<file path="src/rtl/button_debounce.sv">
// button_debounce
//   Debounces N_BUT independent push-button inputs. Each channel goes through
//   polarity correction and a 2-flop synchroniser. A per-channel FSM then only
//   accepts a new level after it has been stable for DEBOUNCE_CYCLES cycles.
//
// Ports
//   clk         : system clock, all state on rising edge
//   rst         : asynchronous active-high reset
//   buttons_raw : raw asynchronous pins, bit i = channel i
//   buttons     : registered debounced level, 1 = pressed
//   pressed     : one-cycle pulse on debounced 0->1
//   released    : one-cycle pulse on debounced 1->0
//
// state        | meaning
// RELEASED     | debounced level 0, input agrees
// WAIT_PRESS   | debounced level 0, input has been 1 for cnt cycles
// PRESSED      | debounced level 1, input agrees
// WAIT_RELEASE | debounced level 1, input has been 0 for cnt cycles
module button_debounce #(
  parameter int N_BUT           = 2,
  parameter int DEBOUNCE_CYCLES = 1000000,
  parameter int ACTIVE_LOW      = 0
) (
  input  logic             clk,
  input  logic             rst,
  input  logic [N_BUT-1:0] buttons_raw,
  output logic [N_BUT-1:0] buttons,
  output logic [N_BUT-1:0] pressed,
  output logic [N_BUT-1:0] released
);

  localparam int CW = $clog2(DEBOUNCE_CYCLES) + 1;
  localparam logic [CW-1:0] CNT_LAST = CW'(DEBOUNCE_CYCLES - 1);

  typedef enum logic [1:0] {
    RELEASED     = 2'd0,
    WAIT_PRESS   = 2'd1,
    PRESSED      = 2'd2,
    WAIT_RELEASE = 2'd3
  } state_t;

  logic [N_BUT-1:0] raw_pol;
  logic [N_BUT-1:0] sync_1;
  logic [N_BUT-1:0] sync_2;

  // Polarity is fixed before synchronising so reset value 0 always means
  // "not pressed" regardless of pin polarity.
  assign raw_pol = (ACTIVE_LOW != 0) ? ~buttons_raw : buttons_raw;

  always_ff @(posedge clk or posedge rst) begin
    if (rst) begin
      sync_1 <= '0;
      sync_2 <= '0;
    end else begin
      sync_1 <= raw_pol;
      sync_2 <= sync_1;
    end
  end

  for (genvar i = 0; i < N_BUT; i++) begin : g_ch
    state_t        state;
    state_t        state_nxt;
    logic [CW-1:0] cnt;
    logic [CW-1:0] cnt_nxt;
    logic          press_nxt;
    logic          rel_nxt;
    logic          btn_q;
    logic          press_q;
    logic          rel_q;

    always_ff @(posedge clk or posedge rst) begin
      if (rst) begin
        state   <= RELEASED;
        cnt     <= '0;
        btn_q   <= 1'b0;
        press_q <= 1'b0;
        rel_q   <= 1'b0;
      end else begin
        state   <= state_nxt;
        cnt     <= cnt_nxt;
        btn_q   <= (state_nxt == PRESSED) || (state_nxt == WAIT_RELEASE);
        press_q <= press_nxt;
        rel_q   <= rel_nxt;
      end
    end

    always_comb begin
      state_nxt = state;
      cnt_nxt   = cnt;
      press_nxt = 1'b0;
      rel_nxt   = 1'b0;
      case (state)
        RELEASED: begin
          if (sync_2[i]) begin
            state_nxt = WAIT_PRESS;
            cnt_nxt   = CW'(1);
          end else begin
            cnt_nxt   = '0;
          end
        end
        WAIT_PRESS: begin
          if (!sync_2[i]) begin
            state_nxt = RELEASED;
            cnt_nxt   = '0;
          end else if (cnt == CNT_LAST) begin
            state_nxt = PRESSED;
            cnt_nxt   = '0;
            press_nxt = 1'b1;
          end else begin
            cnt_nxt   = cnt + CW'(1);
          end
        end
        PRESSED: begin
          if (!sync_2[i]) begin
            state_nxt = WAIT_RELEASE;
            cnt_nxt   = CW'(1);
          end else begin
            cnt_nxt   = '0;
          end
        end
        WAIT_RELEASE: begin
          if (sync_2[i]) begin
            state_nxt = PRESSED;
            cnt_nxt   = '0;
          end else if (cnt == CNT_LAST) begin
            state_nxt = RELEASED;
            cnt_nxt   = '0;
            rel_nxt   = 1'b1;
          end else begin
            cnt_nxt   = cnt + CW'(1);
          end
        end
        default: begin
          state_nxt = RELEASED;
          cnt_nxt   = '0;
        end
      endcase
    end

    assign buttons[i]  = btn_q;
    assign pressed[i]  = press_q;
    assign released[i] = rel_q;
  end

endmodule

</file>
<file path="config.mk">
export PLATFORM = sky130hd
export DESIGN_NAME = button_debounce
export DESIGN_NICKNAME = d
export VERILOG_FILES = /design/src/rtl/button_debounce.sv
export SDC_FILE = /design/constraint.sdc
export NUM_CORES = 1
export LEC_CHECK = 0
export CAP_MARGIN = 20
export CORE_UTILIZATION = 50
export CTS_CLUSTER_DIAMETER = 100
export DETAILED_ROUTE_END_ITERATION = 16
export PLACE_DENSITY = 0.67
export SYNTH_ARGS = -nofsm -noshare
export SYNTH_HDL_FRONTEND = slang
export SYNTH_SLANG_ARGS = --single-unit
export TNS_END_PERCENT = 100
</file>
<file path="constraint.sdc">
create_clock -name clk -period 2.08 [get_ports clk]
set_input_delay 0.416 -clock clk [delete_from_list [all_inputs] [get_ports clk]]
set_output_delay 0.416 -clock clk [all_outputs]
set_load 0.01 [all_outputs]
</file>
# --- After elaboration in Yosys (flattened, before gate mapping) ---
# Cells that the tools add are included.
totals:
  reg_bits: 56
  word_cells: 66
op_classes:
  addsub: 2
  n_eq_ne: 12
  muxes: 36
  n_reduce_logical: 4
ops:
  columns: ["cell", "n"]
  rows:
  - ["case mux 21 bit (4 select lines)", 2]
  - ["two-way mux 21 bit", 6]
  - ["adder 21 x 1 -> 21 bit (second input constant)", 2]
  - ["equality test 21 x 20 -> 1 bit (second input constant)", 2]
  - ["two-way mux 2 bit", 12]
  - ["equality test 2 bit (second input constant)", 8]
  - ["case mux 2 bit (4 select lines)", 2]
  - ["two-way mux 1 bit", 14]
  - ["equality test 2 x 1 -> 1 bit (second input constant)", 2]
  - ["zero test 2 bit", 2]
  - ["logical OR 1 bit", 2]

# --- Logic depth before layout (Yosys ltp) ---
# Gate-level depths: netlist of the first run.
depth:
  ltp_word: 6
  depth_mapped: 7
  depth_no_buf: 5

# --- Worst setup path after synthesis of the first run ---
# Ideal clock, no wire load.
synth_path:
  path_kind: "flip-flop to flip-flop"
  from: "reg g_ch[0].cnt[0]"
  to: "reg g_ch[0].cnt[10]"
  setup_ns: 0.121
  t_arrival_ns: 1.890
  t_required_ns: 1.959
  path_slack_ns: 0.069
  stages_incl_launch_ff: 7
  period_less_slack_ns: 2.011
  path_cell_list: "dfrtp_1 -> ha_1 -> nand4_1 -> or4b_2 -> o211ai_2 -> buf_2 -> nor2_1"
synth_via:
  elab_chain_len: 4
  elab_cells_between_ends: 6
synth_rtl:
  columns: ["element", "line_no", "source"]
  rows:
  - ["start: declaration", "63", "logic [CW-1:0] cnt;"]
  - ["start signal: assignment", "80", "cnt <= cnt_nxt;"]
  - ["adder 21 x 1 -> 21 bit / equality test 21 x 20 -> 1 bit (equally long branches)", null, null]
  - ["two-way mux 21 bit (*)", "105, 125", null]
  - ["two-way mux 21 bit (on tied branches)", "122, 102", null]
  - ["case mux 21 bit (4 select lines) (*)", "92", "case (state)"]
  - ["net g_ch[0].cnt_nxt[10]", "64", "logic [CW-1:0] cnt_nxt;"]
# The timed path passes the listed nets; every way through them passes the cells marked *.

# --- Final worst setup path of the first run ---
layout_path:
  from: "reg g_ch[1].cnt[0]"
  to: "reg g_ch[1].cnt[18]"
layout_via:
  elab_chain_len: 4
  elab_cells_between_ends: 6
layout_rtl:
  columns: ["element", "line_no"]
  rows:
  - ["start: declaration", "63"]
  - ["start signal: assignment", "80"]
  - ["adder 21 x 1 -> 21 bit / equality test 21 x 20 -> 1 bit (equally long branches)", null]
  - ["two-way mux 21 bit (*)", "105, 125"]
  - ["two-way mux 21 bit (on tied branches)", "122, 102"]
  - ["case mux 21 bit (4 select lines) (*)", "92"]
  - ["net g_ch[1].cnt_nxt[18]", "64"]
# Marked as above.

==> results.json, run 1 <==
{
  "status": "completed",
  "hpwl_mm": 3.22,
  "syn-num-nets": 258,
  "maxSlewViolCount": 0,
  "wire_per_inst_um": 14.2,
  "synth-seq-area-share_pct": 52.9,
  "min_from": "sync_1[1]",
  "utilization_pct": 61.5,
  "critPathKind": "flop to flop",
  "gr-total-overflow": 0,
  "num_rows": 25,
  "ys_ff_latch": 55,
  "nets": 277,
  "maxCapViolCount": 0,
  "drt-pass1-iter-count": 5,
  "finalCritPeriodShare_pct": 95.3,
  "r2r-start": "g_ch[1].cnt[0]",
  "viasPerCell": 5.51,
  "required_ns": 2.32,
  "skew_ns": 0.00797,
  "synth_warnings": 0,
  "final_cell_mix": "dfrtp_1 (54), nor2_1 (37), xnor2_1 (21), nand4_1 (12), buf_4 (12)",
  "drc": 0,
  "die_w_um": 74.2,
  "n_antenna_cell": 0,
  "initial_core_util_pct": 53.4,
  "slew_headroom_pct": 75.8,
  "vias": 1867,
  "die_area_mm2": 0.00550,
  "path_clk_slew_ns": 0.10,
  "finalHoldViolations": 0,
  "syn_area_mm2": 0.00260,
  "cts_hold_buf": 0,
  "cts_sinks": 55,
  "syn-mean-instance-area_um2": 10.3,
  "drtIter0Drc": 53,
  "cp_max_fo": 5,
  "critPathLaunch": "g_ch[1].cnt[0]",
  "netlist_instances": 252,
  "grt_pass1_wl_mm": 7.96,
  "critPathArrivalTime_ns": 2.22,
  "cp_slowest_cell": "or4_1",
  "htree_levels": 2,
  "leakagePower_nw": 1.20,
  "globalplace.congestion": 0.831,
  "drive_gt1_share_pct": 14.3,
  "coreArea_mm2": 0.00488,
  "fmax_mhz": 505,
  "grt_usage_pct": 19.4,
  "postRouteAntennaNets": 0,
  "worstSetupEndpointType": "flop",
  "numCtsBuffers": 5,
  "worstMarginPinSlew_ns": 0.360,
  "power_density_mw_per_mm2": 665,
  "port_buffers": 9,
  "area_growth_pct": 15.2,
  "cts_tree": "built",
  "grt_pass1_vias": 1710,
  "grt_max_degree": 56,
  "totalWireLength_mm": 4.83,
  "final_cells": 339,
  "clkLatencyLatePin_ns": 0.31,
  "cts-root-buf": "clkbuf_8",
  "dp.cells": 329,
  "start_kind": "flop",
  "antenna_found_initial": 0,
  "ir_drop_mv": 0.367,
  "post_synth_num_cell_types": 35,
  "die_h_um": 74.2,
  "setup_viol": 0,
  "min_period_ns": 1.98,
  "final_common_cell": "dfrtp_1",
  "path_cells": "ha_2 > nand3_2 > or3_1 > or4_1 > a21oi_1",
  "cts_buffer_depth": 2,
  "holdCritPathClass": "flop to flop",
  "ioPinCount": 10,
  "slowest_delay_ns": 0.51
}
==> through the flow <==
| stage | power [mW] | worst slack (ns) | area [um^2] | TNS (ns) | hold slack, ns |
|---|---|---|---|---|---|
| 6_report | 1.99 | 0.0982 | 3000 | 0 | 0.358 |
| 5_1_grt | 2.06 | -0.0152 | 3000 | -0.0461 | 0.377 |
| 4_1_cts | 2.01 | 0.0417 | 2950 | 0 | 0.360 |
| 2_1_floorplan | 1.15 | 0.0686 | 2600 | 0 | 0.331 |
| 3_5_place_dp | 1.18 | 0.0688 | 2820 | 0 | 0.337 |
| 3_3_place_gp | 1.18 | 0.0893 | 2820 | 0 | 0.334 |
==> power breakdown <==
part | internal (mW) | total [mW] | switching [mW]
sequential | 1.08 | 1.09 | 0.0110
clock | 0.480 | 0.832 | 0.352
combinational | 0.0282 | 0.0726 | 0.0443
==> layout make-up <==
type,count,area (um^2)
Tap cell,67,83.8
Inverter,10,37.5
Clock buffer,5,68.8
Sequential cell,55,1380
Timing Repair Buffer,24,223
Fill cell,417,1880
Clock inverter,3,67.6
Multi-Input combinational cell,175,1140
==> registers in the layout, summed over array words and instances, names as in the netlist <==
name / cells
sync_2: 2
g_ch.cnt: 42
g_ch.rel_q: 2
g_ch.state: 3
sync_1: 2
g_ch.btn_q: 2
g_ch.press_q: 2
==> routing by layer <==
| layer | part of all wire (%) | track usage [%] | vias to the layer above |
|---|---|---|---|
| li1 | - | - | 917 |
| met1 | 51 | 27.8 | 913 |
| met2 | 44 | 27.7 | 33 |
| met3 | 4.1 | 5.56 | 4 |
| met4 | 0.83 | 7.69 | 0 |
| met5 | 0 | 0 | - |
==> logic make-up (layout without fill, tap and decap cells) <==
group	count (synthesis)	count (layout)	share of synthesized area, %
AOI/OAI and AO/OA	22	22	5.48
xor gates and xnor gates	32	32	10.8
muxes	3	3	1.30
DFF	55	55	52.9
adders and majority gates	2	2	0.961
buffers and inverters	22	42	4.23
and+or+nand+nor	116	116	24.4
==> critical path: cells and delay by family (launching register included) <==
kind	cells	cell delay [ns]
flip-flops	1	0.44
adder cells (fa/ha/maj)	1	0.25
AO/OA/AOI/OAI	1	0.15
AND/OR/NAND/NOR	3	1.08
==> cell usage after synthesis <==
cell,instances,area share [%]
or4_1,5,1.4
ha_1,2,0.96
clkbuf_1,2,0.29
and4_1,2,0.67
o21ai_0,3,0.58
nor3_1,7,1.3
nor4_1,10,2.4
a211oi_1,2,0.58
or4b_2,1,0.38
or2_2,1,0.24
nand4_4,1,0.82
nand2_1,11,1.6
a21oi_1,9,1.7
nor2_1,37,5.3
buf_2,4,0.77
inv_1,10,1.4
nand4_1,12,2.9
and3_1,3,0.72
nor3b_1,1,0.29
nand3b_1,1,0.29
a21o_1,1,0.29
nand2b_1,2,0.48
xor2_1,11,3.7
nand3_1,10,1.9
or3_1,6,1.4
buf_4,6,1.7
or4b_1,1,0.38
xnor2_1,21,7.1
mux2_2,3,1.3
o31ai_1,4,1.2
or4_4,1,0.43
and3b_1,4,1.3
dfrtp_1,55,53
a31o_2,2,0.67
o211ai_2,1,0.48
==> timing repair <==
| item | 4_1_cts | 5_1_grt |
|---|---|---|
| endpoints found under the hold margin | 0 | 0 |
| endpoints found under the setup margin | 0 | 18 |
| resized for setup | 0 | 10 |
| setup buffers | 0 | 1 |
==> worst paths after layout <==
kind | slack [ns] | cells past startpoint | end
min in group asynchronous | 0.46 | 3 | g_ch[1].cnt[0]
worst min-delay path | 0.36 | 0 | sync_2[1]
worst max register to register | 0.1 | 5 | g_ch[1].cnt[18]
worst max-delay path | 0.1 | 5 | g_ch[1].cnt[18]
worst min register to register | 0.36 | 0 | sync_2[1]
max in group asynchronous | 1.38 | 3 | g_ch[0].rel_q
No activity file was read; power rests on OpenSTA's default activity.
==> inputs of run 2 (changes only) <==
==> constraint.sdc (replaced) <==
create_clock -name clk -period 2.08 [get_ports clk]
set_input_delay 0.208 -clock clk [delete_from_list [all_inputs] [get_ports clk]]
set_output_delay 0.208 -clock clk [all_outputs]
set_load 0.01 [all_outputs]
==> results of run 2 <==
Same layout as run 1 (identical final DEF). Status: completed.
Main changes from that run: hold slack 0.358 ns -> 0.251 ns
==> inputs of run 3 (changes only) <==
--- a/config.mk
+++ b/config.mk
@@ -10,6 +10,7 @@
 export CTS_CLUSTER_DIAMETER = 100
 export DETAILED_ROUTE_END_ITERATION = 16
 export PLACE_DENSITY = 0.67
+export SLEW_MARGIN = 20
 export SYNTH_ARGS = -nofsm -noshare
 export SYNTH_HDL_FRONTEND = slang
 export SYNTH_SLANG_ARGS = --single-unit
==> results of run 3 <==
Same layout as run 1 (identical final DEF). Status: completed.
Main changes from that run: hold slack 0.358 ns -> 0.251 ns
